--- config.mk ---
export PLATFORM = sky130hd
export DESIGN_NAME = mem_access_unit_flat
export DESIGN_NICKNAME = d
export VERILOG_FILES = /design/src/rtl/mau_pkg.sv /design/src/rtl/mau_if.sv /design/src/rtl/mau_lane_merge.sv /design/src/rtl/mem_access_unit.sv /design/src/flat_wrapper.sv
export SDC_FILE = /design/constraint.sdc
export NUM_CORES = 1
export LEC_CHECK = 0
export CORE_UTILIZATION = 45
export DETAILED_ROUTE_END_ITERATION = 8
export PLACE_DENSITY_LB_ADDON = 0.05
export SLEW_MARGIN = 20
export SYNTH_ARGS = -nofsm -noshare
export SYNTH_HDL_FRONTEND = slang
export SYNTH_HIERARCHICAL = 1
export SYNTH_SLANG_ARGS = --single-unit
--- constraint.sdc ---
create_clock -name clk -period 6.3 [get_ports clk]
set_input_delay 0.945 -clock clk [delete_from_list [all_inputs] [get_ports clk]]
set_output_delay 0.945 -clock clk [all_outputs]
set_load 0.01 [all_outputs]
--- src/rtl/mau_pkg.sv ---
// Shared types and helpers for the memory access unit.
// Optional feature: MAU_MISALIGN_TRAP_EN adds the ERR state (misaligned requests trap instead of being aligned).
package mau_pkg;

  localparam logic [1:0] SIZE_BYTE = 2'b00;
  localparam logic [1:0] SIZE_HALF = 2'b01;
  localparam logic [1:0] SIZE_WORD = 2'b10;

  typedef enum logic [2:0] {
    IDLE   = 3'd0,
    ACC    = 3'd1,
    RMW_RD = 3'd2,
    RMW_WR = 3'd3,
    RESP   = 3'd4
`ifdef MAU_MISALIGN_TRAP_EN
    , ERR  = 3'd5
`endif
  } state_t;

  function automatic logic [31:0] word_addr(input logic [31:0] adr);
    return {adr[31:2], 2'b00};
  endfunction

  // Size 2'b11 behaves exactly like a word everywhere.
  function automatic logic misaligned(input logic [1:0] size, input logic [1:0] off);
    case (size)
      SIZE_BYTE: return 1'b0;
      SIZE_HALF: return off[0];
      default:   return (off != 2'b00);
    endcase
  endfunction

  function automatic logic [31:0] align_addr(input logic [31:0] adr, input logic [1:0] size);
    case (size)
      SIZE_BYTE: return adr;
      SIZE_HALF: return {adr[31:1], 1'b0};
      default:   return {adr[31:2], 2'b00};
    endcase
  endfunction

endpackage

--- src/rtl/mau_if.sv ---
// Datapath-side request/response bundle of the memory access unit.
// Handshake: a request transfers on a posedge where req_valid && req_ready; resp_valid is a one-cycle pulse with no backpressure.
interface mau_if #(
  parameter int AW = 32,
  parameter int DW = 32
);
  logic          req_valid;
  logic          req_ready;
  logic          req_write;
  logic [1:0]    req_size;
  logic          req_unsigned;
  logic [AW-1:0] req_adr;
  logic [DW-1:0] req_wdata;
  logic          resp_valid;
  logic [DW-1:0] resp_rdata;
  logic          resp_err;

  modport master (
    output req_valid, req_write, req_size, req_unsigned, req_adr, req_wdata,
    input  req_ready, resp_valid, resp_rdata, resp_err
  );

  modport slave (
    input  req_valid, req_write, req_size, req_unsigned, req_adr, req_wdata,
    output req_ready, resp_valid, resp_rdata, resp_err
  );
endinterface

--- src/rtl/mau_lane_merge.sv ---
// Byte-lane logic: merges store data into an old word and extracts/extends load data.
import mau_pkg::*;

module mau_lane_merge (
  input  logic [31:0] oldWord,
  input  logic [31:0] wdata,
  input  logic [31:0] ldWord,
  input  logic [1:0]  size,
  input  logic [1:0]  offset,
  input  logic        isUnsigned,
  output logic [31:0] newWord,
  output logic [31:0] ldData
);
  logic [7:0]  byteVal;
  logic [15:0] halfVal;

  always_comb begin
    newWord = oldWord;
    case (size)
      SIZE_BYTE: newWord[{offset, 3'b000} +: 8]     = wdata[7:0];
      SIZE_HALF: newWord[{offset[1], 4'b0000} +: 16] = wdata[15:0];
      default:   newWord = wdata;
    endcase
  end

  always_comb begin
    byteVal = ldWord[{offset, 3'b000} +: 8];
    halfVal = ldWord[{offset[1], 4'b0000} +: 16];
    case (size)
      SIZE_BYTE: ldData = {{24{~isUnsigned & byteVal[7]}}, byteVal};
      SIZE_HALF: ldData = {{16{~isUnsigned & halfVal[15]}}, halfVal};
      default:   ldData = ldWord;
    endcase
  end
endmodule

--- src/rtl/mem_access_unit.sv ---
// Load/store front-end for a word-only memory; sub-word stores run as read-modify-write.
// Optional feature: MAU_MISALIGN_TRAP_EN (trap misaligned requests via ERR instead of aligning them).
import mau_pkg::*;

module mem_access_unit #(
  parameter int AW = 32,
  parameter int DW = 32
) (
  input  logic          clk,
  input  logic          rst,
  mau_if.slave          bus,
  output logic [AW-1:0] mem_adr,
  output logic          mem_read,
  output logic          mem_write,
  output logic [DW-1:0] mem_wdata,
  input  logic [DW-1:0] mem_rdata,
  output state_t        dbgState
);
  state_t      state, stateNext;
  logic        accept;
  logic        reqWrite, reqUnsigned;
  logic [1:0]  reqSize;
  logic [31:0] reqAdr, reqWdata, oldWord, respRdata;
  logic [31:0] newWord, ldData;
  logic        memReadRaw, memWriteRaw;

  assign bus.req_ready = (state == IDLE);
  assign accept        = bus.req_valid && bus.req_ready;
  assign dbgState      = state;

  always_comb begin
    stateNext = state;
    case (state)
      IDLE: begin
        if (accept) begin
`ifdef MAU_MISALIGN_TRAP_EN
          if (misaligned(bus.req_size, bus.req_adr[1:0])) stateNext = ERR;
          else
`endif
          if (bus.req_write && (bus.req_size == SIZE_BYTE || bus.req_size == SIZE_HALF))
            stateNext = RMW_RD;
          else
            stateNext = ACC;
        end
      end
      ACC:    stateNext = RESP;
      RMW_RD: stateNext = RMW_WR;
      RMW_WR: stateNext = RESP;
      RESP:   stateNext = IDLE;
`ifdef MAU_MISALIGN_TRAP_EN
      ERR:    stateNext = IDLE;
`endif
      default: stateNext = IDLE;
    endcase
  end

  // Strobes are gated by rst so a reset cycle can never commit a write, even mid-RMW.
  always_comb begin
    memReadRaw  = (state == ACC && !reqWrite) || (state == RMW_RD);
    memWriteRaw = (state == ACC && reqWrite) || (state == RMW_WR);
    mem_read    = memReadRaw & rst;
    mem_write   = memWriteRaw & rst;
    mem_adr     = (state == IDLE) ? '0 : word_addr(reqAdr);
    if (!mem_write)           mem_wdata = '0;
    else if (state == RMW_WR) mem_wdata = newWord;
    else                      mem_wdata = reqWdata;
  end

`ifdef MAU_MISALIGN_TRAP_EN
  assign bus.resp_valid = (state == RESP) || (state == ERR);
  assign bus.resp_err   = (state == ERR);
`else
  assign bus.resp_valid = (state == RESP);
  assign bus.resp_err   = 1'b0;
`endif
  assign bus.resp_rdata = respRdata;

  mau_lane_merge u_lane_merge (
    .oldWord    (oldWord),
    .wdata      (reqWdata),
    .ldWord     (mem_rdata),
    .size       (reqSize),
    .offset     (reqAdr[1:0]),
    .isUnsigned (reqUnsigned),
    .newWord    (newWord),
    .ldData     (ldData)
  );

  always_ff @(posedge clk) begin
    if (!rst) begin
      state       <= IDLE;
      respRdata   <= '0;
      reqWrite    <= 1'b0;
      reqUnsigned <= 1'b0;
      reqSize     <= SIZE_WORD;
      reqAdr      <= '0;
      reqWdata    <= '0;
      oldWord     <= '0;
    end else begin
      state <= stateNext;
      if (accept) begin
        reqWrite    <= bus.req_write;
        reqSize     <= bus.req_size;
        reqUnsigned <= bus.req_unsigned;
        reqWdata    <= bus.req_wdata;
`ifdef MAU_MISALIGN_TRAP_EN
        reqAdr      <= bus.req_adr;
`else
        reqAdr      <= align_addr(bus.req_adr, bus.req_size);
`endif
      end
      if (state == RMW_RD) oldWord <= mem_rdata;
      // Captured at the end of ACC so the result is on resp_rdata during RESP.
      if (state == ACC && !reqWrite) respRdata <= ldData;
    end
  end
endmodule

--- src/flat_wrapper.sv ---
// flat-port wrapper written by rule: the top's interface ports become plain ports
module mem_access_unit_flat 
#(
  parameter int AW = 32,
  parameter int DW = 32
)
  (clk, rst, mem_adr, mem_read, mem_write, mem_wdata, mem_rdata, dbgState, bus_req_valid, bus_req_write, bus_req_size, bus_req_unsigned, bus_req_adr, bus_req_wdata, bus_req_ready, bus_resp_valid, bus_resp_rdata, bus_resp_err);
  mau_if #(.AW(AW), .DW(DW)) bus_i ();
  input  logic clk;
  input  logic rst;
  output logic [AW-1:0] mem_adr;
  output logic mem_read;
  output logic mem_write;
  output logic [DW-1:0] mem_wdata;
  input  logic [DW-1:0] mem_rdata;
  output state_t dbgState;
  input wire logic [$bits(bus_i.req_valid)-1:0] bus_req_valid;
  input wire logic [$bits(bus_i.req_write)-1:0] bus_req_write;
  input wire logic [$bits(bus_i.req_size)-1:0] bus_req_size;
  input wire logic [$bits(bus_i.req_unsigned)-1:0] bus_req_unsigned;
  input wire logic [$bits(bus_i.req_adr)-1:0] bus_req_adr;
  input wire logic [$bits(bus_i.req_wdata)-1:0] bus_req_wdata;
  output wire logic [$bits(bus_i.req_ready)-1:0] bus_req_ready;
  output wire logic [$bits(bus_i.resp_valid)-1:0] bus_resp_valid;
  output wire logic [$bits(bus_i.resp_rdata)-1:0] bus_resp_rdata;
  output wire logic [$bits(bus_i.resp_err)-1:0] bus_resp_err;
  assign bus_i.req_valid = bus_req_valid;
  assign bus_i.req_write = bus_req_write;
  assign bus_i.req_size = bus_req_size;
  assign bus_i.req_unsigned = bus_req_unsigned;
  assign bus_i.req_adr = bus_req_adr;
  assign bus_i.req_wdata = bus_req_wdata;
  assign bus_req_ready = bus_i.req_ready;
  assign bus_resp_valid = bus_i.resp_valid;
  assign bus_resp_rdata = bus_i.resp_rdata;
  assign bus_resp_err = bus_i.resp_err;
  mem_access_unit #(.AW(AW), .DW(DW)) u_core (.clk(clk), .rst(rst), .bus(bus_i), .mem_adr(mem_adr), .mem_read(mem_read), .mem_write(mem_write), .mem_wdata(mem_wdata), .mem_rdata(mem_rdata), .dbgState(dbgState));
endmodule
==> qor.csv <==
stage;metric;value;unit
outcome;status;finished clean;
die;initial_core_util;0.4684;
detailed_routing;ant_nets;0;
global_routing;grtUsageTotal;0.2633;
yosys;synth.avg_cell_area;7.703;um2
die;rows;45;
pwr;p_seq_frac;0.412;
die;die_w;128.7;um
global_routing;grt_pass1_vias;6351;
yosys;yosys_most_used_dff;dfxtp_1;
die;die-height;128.7;um
yosys;ys_ff_latch;135;
yosys;synthArstFlopShare;0;
clock_network;root_buffer;clkbuf_16;
sta;setup_viol;0;
yosys;synth_xor_area_frac;0;
placed_design;io_buffers;203;
sta;fin_crit;4.492;ns
detailed_routing;drt-initial-drc-count;770;
final_layout;area_growth;34.67;%
yosys;ys_types;53;
pwr;p_leak;3.261;nW
global_routing;grt_max_degree;97;
worst_setup_path;cp_max_fo;29;
final_layout;fin_nets;1181;
sta;max_freq;0.2226;GHz
detailed_routing;wl;22350;um
pwr;internal_power;1.697;mW
worst_setup_path;path_class;reg -> out;
flow_run;max_cap_viol_count;0;
worst_setup_path;crit_arrival;3.55;ns
detailed_routing;drt_pass1_iterations;6;
final_layout;fillers;1431;
yosys;synth_compound_area_frac;0.2544;
sta;whs;0.4411;ns
pwr;p_comb_frac;0.160;
sta;worstMarginPinSlew;0.9796;ns
placed_design;place_congestion;0.8495;
pwr;power.switching;0.6289;mW
final_layout;multi_input_area;4019;um2
worst_setup_path;cp-end-kind;output port;
sta;finClkSkew;0.004614;ns
yosys;synthMuxAreaShare;0.03203;
global_routing;antenna_found_initial;0;
pwr;p_clk_frac;0.428;
yosys;yosys_warnings;6;
final_layout;num_antenna_cells;0;
global_routing;grt_overflow;0;
yosys;synth_top_family_by_area;simple AND/OR/NAND/NOR gates;
clock_network;cts_tree;built;
yosys;synthSimpleGateAreaFrac;0.2561;
sta;rsz0062_at_grt;false;
clock_network;clkTransAtPathRegs;0.06;ns
clock_network;cts.sinks;135;
detailed_routing;vias;7358;
final_layout;drive_gt1_frac;0.06636;
clock_network;cts_hold_buf;0;
final_layout;regArea;2704;um2
die;core;15430;um2
yosys;ys_seq_area_frac;0.3740;
pwr;max-vdd-ir-drop;0.0001972;V
sta;finalHoldViolCount;0;
sta;setup_tns;0;ns
yosys;synth_fa_ha_area_frac;0.008658;
die;die_area;16570;um2
clock_network;cts_buffers;17;
clock_network;cts_buffer_depth;2;
pwr;swShare;0.2704;
sta;slew_headroom;0.3445;
global_routing;grt_pass1_wl;33840;um
detailed_routing;wl_per_cell;17.24;um
min_path;worst_hold_path_type;reg -> reg;
pwr;p_per_area;239.0;nW/um2
yosys;synthCells;938;
detailed_routing;vias_per_cell;5.677;
detailed_routing;drc;0;
worst_setup_path;worst_ep_required_time;5.35;ns
placed_design;hpwl;15230;um
clock_network;cts_setup_buffers;0;
sta;finalCritPeriodShare;0.7131;
sta;slew_viol_final;0;
die;io_pins;207;
yosys;netlist_area;7226;um2
yosys;synth_edf_count;0;
clock_network;cts_max_level;4;
worst_setup_path;critPathLaunchType;flop;
clock_network;post_cts_resized;0;
clock_network;clock_latency;0.42;ns
final timing paths:
| kind | from | slack [ns] | depth (start not counted) | end |
|---|---|---|---|---|
| max | u_core/reqAdr[1] | 1.81 | 8 | mem_wdata[18] |
| min | u_core/reqAdr[29] | 0.44 | 2 | u_core/reqAdr[29] |
| max reg2reg | u_core/reqSize[1] | 3.96 | 6 | u_core/bus.resp_rdata[12] |
| min reg2reg | u_core/reqAdr[29] | 0.44 | 2 | u_core/reqAdr[29] |
cell type report:
type | instances | share of cell area
multi-input cells | 692 | 0.4130
flip-flops and latches | 135 | 0.2779
repair buffers | 212 | 0.2159
well taps | 211 | 0.02713
inverters | 15 | 0.005786
clock inverters | 13 | 0.01620
clock buffers | 18 | 0.04410
cells by family after synthesis:
kind of cell,count (synthesis)
compound gates,285
fa+ha+maj,5
mux,22
simple gates,377
buf+inv,113
other cells,1
flops,135
flip-flops by register name (all words and copies together), names as in the netlist:
name,count
u_core/bus.resp_rdata,32
u_core/dbgState,3
u_core/oldWord,32
u_core/reqAdr,32
u_core/reqSize,2
u_core/reqUnsigned,1
u_core/reqWdata,32
u_core/reqWrite,1
layer usage:
layer	up-vias	global-route usage	routed length (um)
li1	3622	-	-
met1	3412	0.3394	9531
met2	290	0.4232	10530
met3	34	0.08274	1925
met4	0	0.07405	356
met5	-	0	0
power by group through the flow:
stage	Combinational [mW]	Clock (mW)	Sequential (mW)
6_report	0.373	0.996	0.957
2_1_floorplan	0.223	0	0.957
5_1_grt	0.407	1.05	0.962
4_1_cts	0.372	1.01	0.956
3_3_place_gp	0.368	0	0.974
3_5_place_dp	0.370	0	0.974
worst max-delay path, cell delays in order (launching register included):
cell and delay (ns):
dfxtp_1 0.30, buf_4 0.37, inv_2 0.23, ha_1 0.37
nor3b_2 0.76, nand4_1 0.17, a31oi_1 0.24, a22o_1 0.16
clkdlybuf4s50_1 0.53
synthesized netlist by cell type, types with 5 or more instances:
cell / n / area (um2)
nand4_1: 10 / 62.56
nor2b_1: 33 / 206.5
buf_2: 26 / 130.1
a221o_1: 8 / 80.08
a221oi_1: 7 / 61.31
a21oi_1: 35 / 175.2
mux2i_1: 16 / 160.2
nand2_1: 149 / 559.3
buf_6: 5 / 56.30
o21ai_1: 10 / 50.05
a22o_1: 39 / 341.6
nor2_1: 15 / 56.30
o21ai_0: 138 / 690.7
ha_1: 5 / 62.56
dfxtp_1: 135 / 2703
nor3b_1: 9 / 67.56
a311o_1: 7 / 70.07
buf_4: 11 / 82.58
a22oi_1: 8 / 60.06
a2bb2oi_1: 7 / 61.31
clkbuf_1: 51 / 191.4
o211ai_1: 8 / 60.06
nand3_1: 138 / 690.7
mux2_2: 5 / 56.30
inv_1: 11 / 41.29
per-stage QoR:
stage / util / area (um2) / instances / setup WS, ns / total power [mW]
floorplan: - / 7233 / 940 / 3.391 / 1.180
global placement: 0.5923 / 9138 / 1265 / 1.961 / 1.342
detailed placement: 0.5926 / 9143 / 1265 / 1.866 / 1.344
CTS: 0.6307 / 9729 / 1296 / 1.841 / 2.338
global route: 0.6307 / 9731 / 1296 / 1.673 / 2.418
finish: 0.6307 / 9731 / 1296 / 1.808 / 2.326
placed cells by master, fill, tap and decap left out, drive strengths merged, types with 10 or more instances in the layout:
| cell | Yosys | final |
|---|---|---|
| a21oi | 36 | 36 |
| a22o | 39 | 39 |
| buf | 46 | 10 |
| clkbuf | 52 | 18 |
| clkdlybuf4s50 | 0 | 202 |
| dfxtp | 135 | 135 |
| inv | 15 | 15 |
| mux2i | 16 | 16 |
| nand2 | 149 | 149 |
| nand3 | 138 | 138 |
| nand4 | 10 | 10 |
| nor2 | 15 | 15 |
| nor2b | 33 | 33 |
| nor3b | 12 | 12 |
| o21ai | 148 | 148 |
Power figures use the tool's default switching activity.
